$ cat src/rtl/fft_seq_if.sv
// Handshake and index bus between the FFT sequencer (slave side) and the host /
// butterfly register file (master side).
interface fft_seq_if #(
  parameter int LOG_2_WIDTH = 6
);
  logic                     start;
  logic                     hold;
  logic                     done_ack;
  logic                     busy;
  logic                     load_en;
  logic [LOG_2_WIDTH-1:0]   load_src;
  logic [LOG_2_WIDTH-1:0]   load_dst;
  logic                     bf_valid;
  logic [LOG_2_WIDTH-1:0]   stage;
  logic [LOG_2_WIDTH-1:0]   idx_a;
  logic [LOG_2_WIDTH-1:0]   idx_b;
  logic [LOG_2_WIDTH-2:0]   tw_idx;
  logic                     done;

  modport master (
    output start, hold, done_ack,
    input  busy, load_en, load_src, load_dst, bf_valid, stage,
           idx_a, idx_b, tw_idx, done
  );

  modport slave (
    input  start, hold, done_ack,
    output busy, load_en, load_src, load_dst, bf_valid, stage,
           idx_a, idx_b, tw_idx, done
  );
endinterface

$ cat src/rtl/fft_sequencer.sv
// Radix-2 in-place FFT control: sample load, per-stage butterfly issue, drain and
// acknowledged completion. Define FFT_SEQ_BITREV_EN to bit-reverse load addresses.
module fft_sequencer #(
  parameter int D_WIDTH     = 64,
  parameter int LOG_2_WIDTH = 6,
  parameter int BF_LAT      = 2
) (
  input  logic     clk,
  input  logic     rst,
  fft_seq_if.slave bus
);

  localparam int TW_W = LOG_2_WIDTH - 1;
  localparam logic [LOG_2_WIDTH-1:0] LOAD_LAST  = LOG_2_WIDTH'(D_WIDTH - 1);
  localparam logic [LOG_2_WIDTH-1:0] RUN_LAST   = LOG_2_WIDTH'(D_WIDTH / 2 - 1);
  localparam logic [LOG_2_WIDTH-1:0] STAGE_LAST = LOG_2_WIDTH'(LOG_2_WIDTH - 1);
  localparam logic [LOG_2_WIDTH-1:0] DRAIN_LAST = LOG_2_WIDTH'((BF_LAT > 0) ? BF_LAT - 1 : 0);

  typedef enum logic [2:0] {IDLE, LOAD, RUN, DRAIN, DONE} state_e;

  typedef struct packed {
    logic [LOG_2_WIDTH-1:0] a;
    logic [LOG_2_WIDTH-1:0] b;
    logic [TW_W-1:0]        tw;
  } bf_idx_t;

  // Operand pair and twiddle for butterfly k of stage s.
  function automatic bf_idx_t bf_index(input logic [LOG_2_WIDTH-1:0] k,
                                       input logic [LOG_2_WIDTH-1:0] s);
    logic [LOG_2_WIDTH-1:0] half;
    logic [LOG_2_WIDTH-1:0] pos;
    logic [LOG_2_WIDTH-1:0] group;
    bf_idx_t                r;
    half  = LOG_2_WIDTH'(1) << s;
    pos   = k & (half - 1'b1);
    group = k >> s;
    r.a   = (group << (s + 1'b1)) | pos;
    r.b   = r.a + half;
    r.tw  = TW_W'(pos << (LOG_2_WIDTH - 1 - int'(s)));
    return r;
  endfunction

  function automatic logic [LOG_2_WIDTH-1:0] load_map(input logic [LOG_2_WIDTH-1:0] src);
    logic [LOG_2_WIDTH-1:0] r;
`ifdef FFT_SEQ_BITREV_EN
    for (int i = 0; i < LOG_2_WIDTH; i++) r[i] = src[LOG_2_WIDTH-1-i];
`else
    r = src;
`endif
    return r;
  endfunction

  state_e                 state_q, state_d;
  logic [LOG_2_WIDTH-1:0] cnt_q, cnt_d;
  logic [LOG_2_WIDTH-1:0] stage_q, stage_d;
  logic [LOG_2_WIDTH-1:0] load_src_q, load_dst_q;
  bf_idx_t                bf_q, bf_d;

  // NOTE: state updates on the falling edge to line up with the butterfly register
  // file; sequential blocks use non-blocking assignments only.
  always_ff @(negedge clk or negedge rst) begin
    if (!rst) state_q <= IDLE;
    else      state_q <= state_d;
  end

  // NOTE: every variable gets its hold value first so no path leaves it unassigned
  // (which would infer a latch).
  always_comb begin
    state_d = state_q;
    cnt_d   = cnt_q;
    stage_d = stage_q;
    unique case (state_q)
      IDLE: begin
        if (bus.start) begin
          state_d = LOAD;
          cnt_d   = '0;
          stage_d = '0;
        end
      end
      LOAD: begin
        if (!bus.hold) begin
          if (cnt_q == LOAD_LAST) begin
            state_d = RUN;
            cnt_d   = '0;
            stage_d = '0;
          end else begin
            cnt_d = cnt_q + 1'b1;
          end
        end
      end
      RUN: begin
        if (!bus.hold) begin
          if (cnt_q == RUN_LAST) begin
            cnt_d = '0;
            // With no pipeline latency the next stage follows back to back.
            if (BF_LAT > 0)                state_d = DRAIN;
            else if (stage_q == STAGE_LAST) state_d = DONE;
            else                           stage_d = stage_q + 1'b1;
          end else begin
            cnt_d = cnt_q + 1'b1;
          end
        end
      end
      DRAIN: begin
        if (cnt_q == DRAIN_LAST) begin
          cnt_d = '0;
          if (stage_q == STAGE_LAST) begin
            state_d = DONE;
          end else begin
            state_d = RUN;
            stage_d = stage_q + 1'b1;
          end
        end else begin
          cnt_d = cnt_q + 1'b1;
        end
      end
      DONE: begin
        if (bus.done_ack) state_d = IDLE;
      end
      default: state_d = IDLE;
    endcase
  end

  assign bf_d = bf_index(cnt_d, stage_d);

  // Index outputs are registered from next-state counters so they are valid in the
  // same cycle the combinational strobe rises.
  always_ff @(negedge clk or negedge rst) begin
    if (!rst) begin
      cnt_q      <= '0;
      stage_q    <= '0;
      load_src_q <= '0;
      load_dst_q <= '0;
      bf_q       <= '0;
    end else begin
      cnt_q   <= cnt_d;
      stage_q <= stage_d;
      if (state_d == LOAD) begin
        load_src_q <= cnt_d;
        load_dst_q <= load_map(cnt_d);
      end
      if (state_d == RUN) bf_q <= bf_d;
    end
  end

  always_comb begin
    bus.busy     = 1'b0;
    bus.load_en  = 1'b0;
    bus.bf_valid = 1'b0;
    bus.done     = 1'b0;
    unique case (state_q)
      LOAD: begin
        bus.busy    = 1'b1;
        bus.load_en = !bus.hold;
      end
      RUN: begin
        bus.busy     = 1'b1;
        bus.bf_valid = !bus.hold;
      end
      DRAIN:   bus.busy = 1'b1;
      DONE:    bus.done = 1'b1;
      default: ;
    endcase
  end

  assign bus.load_src = load_src_q;
  assign bus.load_dst = load_dst_q;
  assign bus.stage    = stage_q;
  assign bus.idx_a    = bf_q.a;
  assign bus.idx_b    = bf_q.b;
  assign bus.tw_idx   = bf_q.tw;

endmodule

$ cat src/flat_wrapper.sv
// flat-port wrapper written by rule: the top's interface ports become plain ports
module fft_sequencer_flat 
#(
  parameter int D_WIDTH     = 64,
  parameter int LOG_2_WIDTH = 6,
  parameter int BF_LAT      = 2
)
  (clk, rst, bus_start, bus_hold, bus_done_ack, bus_busy, bus_load_en, bus_load_src, bus_load_dst, bus_bf_valid, bus_stage, bus_idx_a, bus_idx_b, bus_tw_idx, bus_done);
  fft_seq_if #(.LOG_2_WIDTH(LOG_2_WIDTH)) bus_i ();
  input  logic clk;
  input  logic rst;
  input wire logic [$bits(bus_i.start)-1:0] bus_start;
  input wire logic [$bits(bus_i.hold)-1:0] bus_hold;
  input wire logic [$bits(bus_i.done_ack)-1:0] bus_done_ack;
  output wire logic [$bits(bus_i.busy)-1:0] bus_busy;
  output wire logic [$bits(bus_i.load_en)-1:0] bus_load_en;
  output wire logic [$bits(bus_i.load_src)-1:0] bus_load_src;
  output wire logic [$bits(bus_i.load_dst)-1:0] bus_load_dst;
  output wire logic [$bits(bus_i.bf_valid)-1:0] bus_bf_valid;
  output wire logic [$bits(bus_i.stage)-1:0] bus_stage;
  output wire logic [$bits(bus_i.idx_a)-1:0] bus_idx_a;
  output wire logic [$bits(bus_i.idx_b)-1:0] bus_idx_b;
  output wire logic [$bits(bus_i.tw_idx)-1:0] bus_tw_idx;
  output wire logic [$bits(bus_i.done)-1:0] bus_done;
  assign bus_i.start = bus_start;
  assign bus_i.hold = bus_hold;
  assign bus_i.done_ack = bus_done_ack;
  assign bus_busy = bus_i.busy;
  assign bus_load_en = bus_i.load_en;
  assign bus_load_src = bus_i.load_src;
  assign bus_load_dst = bus_i.load_dst;
  assign bus_bf_valid = bus_i.bf_valid;
  assign bus_stage = bus_i.stage;
  assign bus_idx_a = bus_i.idx_a;
  assign bus_idx_b = bus_i.idx_b;
  assign bus_tw_idx = bus_i.tw_idx;
  assign bus_done = bus_i.done;
  fft_sequencer #(.D_WIDTH(D_WIDTH), .LOG_2_WIDTH(LOG_2_WIDTH), .BF_LAT(BF_LAT)) u_core (.clk(clk), .rst(rst), .bus(bus_i));
endmodule
$ cat config.mk
export PLATFORM = sky130hd
export DESIGN_NAME = fft_sequencer_flat
export DESIGN_NICKNAME = d
export VERILOG_FILES = /design/src/rtl/fft_seq_if.sv /design/src/rtl/fft_sequencer.sv /design/src/flat_wrapper.sv
export SDC_FILE = /design/constraint.sdc
export NUM_CORES = 1
export LEC_CHECK = 0
export ABC_AREA = 1
export CORE_AREA = 2 2 80 82
export DETAILED_ROUTE_END_ITERATION = 8
export DIE_AREA = 0 0 82 84
export GPL_TIMING_DRIVEN = 0
export HOLD_SLACK_MARGIN = 0.03
export PLACE_DENSITY = 0.77
export SLEW_MARGIN = 40
export SYNTH_ARGS = -nofsm -noshare
export SYNTH_HDL_FRONTEND = slang
export SYNTH_SLANG_ARGS = --single-unit
$ cat constraint.sdc
create_clock -name clk -period 5 [get_ports clk]
set_input_delay 0.75 -clock clk [delete_from_list [all_inputs] [get_ports clk]]
set_output_delay 0.75 -clock clk [all_outputs]
set_load 0.005 [all_outputs]
======== Yosys cells after proc, flatten, opt, wreduce, memory -nomap -nowiden ========
Index checks and enable logic that the tools add are counted.
storage, ports and cells
  register bits after elaboration ......... 38
  input port bits ......................... 5
  word-level logic and storage cells ...... 58
cells by class
  $add $sub $neg .......................... 6
  equal/unequal tests ..................... 10
  shift-type cells ........................ 4
  mux-type cells .......................... 26
  bitwise operators ....................... 2
  reductions and logical operators ........ 3
operators with widths
  operator                                                             number
  6-bit 2-to-1 mux                                                     11
  6-bit by 32-bit left shift with 5-bit output                         1
  3-bit 2-to-1 mux                                                     8
  6-bit one-hot mux with 4 select lines                                1
  6-bit by 1-bit adder with 6-bit output (second input constant)       3
  6-bit one-hot mux with 3 select lines                                1
  3-bit one-hot mux with 5 select lines                                1
  3-bit by 2-bit == test with 1-bit output (second input constant)     3
  3-bit by 6-bit subtractor with 7-bit output (first input constant)   1
  6-bit adder                                                          1
  6-bit AND                                                            1
  3-bit by 1-bit == test with 1-bit output (second input constant)     2
  6-bit by 1-bit == test with 1-bit output (second input constant)     1
  6-bit by 3-bit == test with 1-bit output (second input constant)     1
  6-bit by 5-bit == test with 1-bit output (second input constant)     1
  6-bit == test (second input constant)                                1
  6-bit bitwise OR                                                     1
  1-bit by 6-bit left shift with 6-bit output (first input constant)   1
  6-bit by 6-bit left shift with 6-bit output                          1
  6-bit by 6-bit >> shifter with 6-bit output                          1
  6-bit by 1-bit subtractor with 6-bit output (second input constant)  1
  1-bit 2-to-1 mux                                                     4
  3-bit == test (second input constant)                                1
  3-bit zero test                                                      1
  2 further kinds                                                      2

======== Logic depth before layout (Yosys ltp) ========
Gate-level depths: netlist (run 1).
  word-level depth ........................ 9
  depth in mapped cells ................... 31
  gate-level depth less buffers ........... 31

==> results of run 1 <==
-- synthesized netlist by cell type, types with 3 or more instances --
cell	instances	area [µm²]
dfrtn_1	38	951
o21ai_1	9	45.0
nand2_4	5	56.3
ha_1	13	163
o21ai_2	3	26.3
inv_2	10	37.5
buf_6	4	45.0
clkbuf_1	3	11.3
nand3_2	7	70.1
a21oi_1	21	105
buf_4	10	75.1
inv_1	40	150
o21ai_0	16	80.1
nand4_1	10	62.6
nand2_2	13	81.3
xnor2_1	5	43.8
nand3_1	50	250
nor2_2	7	43.8
nand2_1	136	510
a31oi_1	8	50.1
nor2_4	9	101
nor2_1	36	135
-- path summary, 6_finish.rpt --
check	from	endpoint	slack [ns]	depth (start not counted)
setup / recovery	bus_hold	u_core.bus.idx_b[5]	-0.89	21
hold / removal	u_core.bus.idx_b[1]	u_core.bus.idx_b[1]	0.43	2
setup reg to reg	u_core.cnt_q[0]	u_core.bus.idx_b[5]	1.03	22
hold reg to reg	u_core.bus.idx_b[1]	u_core.bus.idx_b[1]	0.43	2
max in group asynchronous	rst	u_core.bus.idx_b[2]	1.80	1
min in group asynchronous	rst	u_core.state_q[0]	2.81	1
-- timing repair --
action                     CTS  global route
pin swaps                   53            28
gates resized for setup     82            25
setup endpoints to repair   18            13
buffers inserted            42            11
-- final cells by class --
class / instances / area, µm²
multi-input combinational: 368 / 2440
fill: 402 / 1240
sequential: 38 / 951
timing repair buffer: 95 / 898
inverter: 51 / 219
buffer: 18 / 165
tap: 77 / 96.3
clock buffer: 6 / 72.6
clock inverter: 1 / 7.51
-- registers in the layout, indices dropped and copies added (netlist names) --
signal / flops
u_core.bus.load_src: 6
u_core.bus.idx_b: 6
u_core.state_q: 3
u_core.bus.stage: 6
u_core.bus.tw_idx: 5
u_core.bus.idx_a: 6
u_core.cnt_q: 6
-- metal layers --
| layer | routed length [µm] | part of all wire |
|---|---|---|
| met3 | 528 | 0.051 |
| met5 | 0 | 0 |
| met2 | 5270 | 0.51 |
| met4 | 416 | 0.041 |
| met1 | 4050 | 0.39 |
-- through the flow --
stage / setup WS, ns / power [mW] / setup TNS, ns
final: -0.888 / 4.14 / -3.23
after global routing: -1.05 / 4.44 / -4.65
after CTS: -0.789 / 3.73 / -2.73
after detailed placement: -1.87 / 2.89 / -18.29
after global placement: -1.81 / 2.85 / -23.01
after floorplan: -0.972 / 2.26 / -4.68
-- cells by family after synthesis --
| group | synth area share |
|---|---|
| flops | 0.287 |
| mux | 0.00340 |
| compound gates | 0.125 |
| xor+xnor | 0.0185 |
| simple gates | 0.411 |
| buf+inv | 0.0998 |
| fa+ha+maj | 0.0552 |
-- critical path, cell delays in order --
cell and delay, ns:
clkbuf_16 0.15, inv_8 0.07, nand2_4 0.06, a21oi_4 0.13, nand3_2 0.10, nor2_4 0.27, buf_4 0.20, nand3_1 0.09
nand3_1 0.10, nand3_1 0.12, nand2_1 0.12, a21oi_1 0.10, o21ai_2 0.26, ha_4 0.26, nand2_1 0.07, nand2_1 0.08
a21oi_2 0.20, xnor2_2 0.16, nand3_1 0.10, nand3_1 0.09, nand2_1 0.05
-- power breakdown --
| group | switching, mW | internal [mW] |
|---|---|---|
| sequential | 0.119 | 0.435 |
| clock | 0.109 | 0.0957 |
| combinational | 1.83 | 1.55 |
| total | 2.06 | 2.08 |
==> results.toml, run 1 <==
[timing]
maxSlewHeadroom = 0.663
drv_slew = 0
worstMarginPinSlew_ns = 0.506
fin_hold_ws_ns = 0.430
setup_slack_ns = -0.888
setup_viol = 7
rsz0062_at_grt = "yes"
hold_viol = 0
fin_skew_ns = 0.00511

[worst_setup_path]
worstSetupStartpointType = "input pin"
crit_arrival_ns = 3.53
required_ns = 2.65
critical_path_class = "in -> reg"
critPathCaptureType = "register"
crit_fanout = 8

[pwr]
vdd_ir_drop_max_mv = 0.618
leakage_nw = 2.28
power_density_nw_per_um2 = 852

[cts]
cts_tree = "done"
cts_buffers = 5
path_clk_slew_ns = 0.05
cts.sinks = 38
htreeDepth = 2
cts_root_buffer = "clkbuf_8"
clk_latency_ns = 0.30
ctsHoldBuffers = 0
ctsLongestPathBuffers = 2

[placed_design]
dp_hpwl_mm = 6.32
placed_area_um2 = 3930
io_buffer_count = 42
globalplace.congestion = 0.906
dpl.cell_count = 594

[layout]
fin_util = 0.796
drive_above_1_share = 0.366
layout_commonest_cell = "nand2_1"
final_cell_mix = "nand2_1, buf_4, nand3_1, clkdlybuf4s50_1, dfrtn_1"
final_cells = 654
fin_area_um2 = 4850
area_growth_pct = 46.7
nNetsFinal = 596
antennaDiodeCount = 0

[run]
max-cap-violations = 0

[floorplan]
pin_count = 44
die_w_um = 82
initial_utilization = 0.543
dieHeight_um = 84
std_cell_rows = 29
dieArea_um2 = 6890
core_um2 = 6100

[yosys]
ys_seq_area_frac = 0.287
synth_edf_count = 0
syn_area_per_cell_um2 = 6.97
synth-async-reset-ratio = 1.00
netlist_area_um2 = 3310
ys_seq_elements = 38
yosysWarnings = 0
yosys_most_used_dff = "dfrtn_1"
synth_cell_type_count = 40
syn_inst = 475
synth_nets = 494

[global_route]
grt_max_degree = 39
busiest_layer = "met2"
grt_use_met3 = 0.0498
antenna_found_initial = 0
grtUsageMet2 = 0.506
grt_pass1_wl_mm = 16.5
grt_usage = 0.301
grt.overflow.total = 0
grtUsageMet1 = 0.373
grt_pass1_vias = 3626

[routing]
routed_via_density = 5.71
drtPass1Iterations = 5
dr_total_vias = 3732
first_iter_violations = 217
wirelength_mm = 10.3
avgRoutedWirePerCell_um = 15.7
drc = 0
ant_nets = 0

[run_status]
status = "finished, violations left"
violations = "setup timing"

[worst_hold_path]
hp-class = "reg -> reg"
Note: power is estimated with default switching activity, not from simulation.
==> inputs of run 2 (changes only) <==
--- a/config.mk
+++ b/config.mk
@@ -12,6 +12,7 @@
 export GPL_TIMING_DRIVEN = 0
 export HOLD_SLACK_MARGIN = 0.03
 export PLACE_DENSITY = 0.77
+export SETUP_SLACK_MARGIN = 0.4
 export SLEW_MARGIN = 40
 export SYNTH_ARGS = -nofsm -noshare
 export SYNTH_HDL_FRONTEND = slang
==> run 2 against run 1 <==
  * Critical endpoint unchanged
  * Critical path depth increased by 3
  * Worst setup slack got worse by 0.17 ns
  * Clock power increased by 7%
  * Highest routed layer unchanged
  * Largest cell class unchanged
  * The run still ends with setup timing left
  * Via count increased by 9.5%
  * Critical path type unchanged
==> results.toml, run 2 (synthesized netlist as in run 1, its figures left out) <==
[run_status]
status = "finished, violations left"
violations = "setup timing"

[floorplan]
std_cell_rows = 29
dieHeight_um = 84
core_um2 = 6100
die_w_um = 82
pin_count = 44
initial_utilization = 0.543
dieArea_um2 = 6890

[pwr]
power_density_nw_per_um2 = 871
combPwrFrac = 0.832
swShare = 0.513
clkPwrFrac = 0.049
leakage_nw = 2.45
p_sw_mw = 2.29
p_int_mw = 2.17
seq_power_share = 0.119
vdd_ir_drop_max_mv = 0.889

[timing]
worstMarginPinSlew_ns = 0.523
fin_hold_ws_ns = 0.431
setup_slack_ns = -1.06
hold_viol = 0
setup_viol = 13
maxSlewHeadroom = 0.651
fin_skew_ns = 0.00856
drv_slew = 0
rsz0062_at_grt = "yes"

[worst_setup_path]
worstSetupStartpointType = "input pin"
critPathCaptureType = "register"
required_ns = 2.66
crit_arrival_ns = 3.72
critical_path_class = "in -> reg"
crit_fanout = 6

[cts]
path_clk_slew_ns = 0.05
htreeDepth = 2
cts_tree = "done"
ctsHoldBuffers = 0
clk_latency_ns = 0.31
ctsLongestPathBuffers = 2
cts_root_buffer = "clkbuf_8"
cts_buffers = 5
cts.sinks = 38

[global_route]
grt_max_degree = 39
grt.overflow.total = 0
antenna_found_initial = 0
grt_pass1_wl_mm = 17.0
grt_pass1_vias = 3816
grt_usage = 0.314

[layout]
layout_commonest_cell = "nand2_1"
multiInputGateArea_um2 = 2500
area_growth_pct = 54.7
fillers = 326
nNetsFinal = 621
fin_util = 0.840
drive_above_1_share = 0.415
register_area_um2 = 951
final_cell_mix = "nand2_1, buf_4, nand3_1, dfrtn_1"
final_cells = 679
antennaDiodeCount = 0

[placed_design]
globalplace.congestion = 0.907
dp_hpwl_mm = 6.33
dpl.cell_count = 594
io_buffer_count = 42

[routing]
routed_via_density = 6.02
dr_total_vias = 4086
drc = 0
first_iter_violations = 531
drtPass1Iterations = 8
avgRoutedWirePerCell_um = 18.5
wirelength_mm = 12.6
ant_nets = 0

[worst_hold_path]
hp-class = "reg -> reg"

[run]
max-cap-violations = 0
-- run 2: cell count changes in the layout (fill, tap and decap cells not counted), moves of 4 or more --
cell	previous run	this run
a21oi_2	5	9
buf_4	50	68
clkdlybuf4s50_1	39	30
nand2_2	25	29
buf_6	14	22
dlymetal6s2s_1	1	6
-- run 2: worst max-delay path, cell delays in order --
cell	delay [ns]
clkbuf_16	0.15
nand2_8	0.07
nand4_1	0.20
nand2_1	0.18
nand2_2	0.10
buf_8	0.14
buf_8	0.13
ha_4	0.17
xor2_4	0.16
nor2_4	0.10
inv_2	0.06
a21oi_2	0.15
o21ai_2	0.10
nand2_2	0.10
ha_4	0.21
a21oi_2	0.13
nand2_1	0.10
nand2_1	0.08
nand2_1	0.07
a21oi_2	0.19
xnor2_2	0.15
nand3_1	0.10
nand3_1	0.10
nand2_1	0.05
-- run 2: cell type report --
class / instances / share of cell area
Clock inverter: 1 / 0.00147
Multi-Input combinational cell: 368 / 0.489
Inverter: 51 / 0.0433
Clock buffer: 6 / 0.0142
Sequential cell: 38 / 0.186
Tap cell: 77 / 0.0188
Buffer: 18 / 0.0332
Timing Repair Buffer: 120 / 0.214
-- run 2: path summary, 6_finish.rpt --
kind | to | slack [ns] | start | cells past startpoint
max | u_core.bus.idx_b[5] | -1.06 | bus_hold | 24
min | u_core.bus.idx_b[5] | 0.43 | u_core.bus.idx_b[5] | 2
max reg2reg | u_core.bus.idx_b[5] | 0.84 | u_core.cnt_q[0] | 27
min reg2reg | u_core.bus.idx_b[5] | 0.43 | u_core.bus.idx_b[5] | 2
max in group asynchronous | u_core.bus.load_src[0] | 1.79 | rst | 1
min in group asynchronous | u_core.state_q[2] | 2.79 | rst | 1
-- run 2: routing by layer --
| layer | up-vias | global-route usage | share of wire |
|---|---|---|---|
| met5 | - | 0 | 0 |
| met4 | 0 | 0.156 | 0.065 |
| met3 | 95 | 0.0552 | 0.072 |
| met2 | 265 | 0.535 | 0.49 |
| met1 | 1917 | 0.371 | 0.37 |
| li1 | 1809 | - | - |
-- run 2: per-stage QoR --
stage	setup slack (ns)	cell area [µm²]	setup TNS [ns]	power, mW
after global routing	-1.13	5120	-6.16	4.68
after floorplan	-0.972	3420	-4.68	2.26
final	-1.06	5120	-5.56	4.46
after global placement	-1.81	3930	-23.00	2.85
after detailed placement	-1.85	3930	-18.06	2.88
after CTS	-0.782	4770	-3.19	3.84
-- run 2: what timing repair did --
action / CTS / global route
setup buffers: 57 / 21
pin swaps: 55 / 42
endpoints found under the hold margin: 0 / 0
endpoints found under the setup margin: 29 / 28
resized for setup: 92 / 61
-- run 2: power groups by stage --
stage	combinational (mW)	clock, mW	sequential (mW)
final	3.71	0.219	0.531
after global routing	3.90	0.232	0.548
after CTS	3.09	0.215	0.528
after detailed placement	2.33	0	0.553
after global placement	2.30	0	0.547
after floorplan	1.71	0	0.542
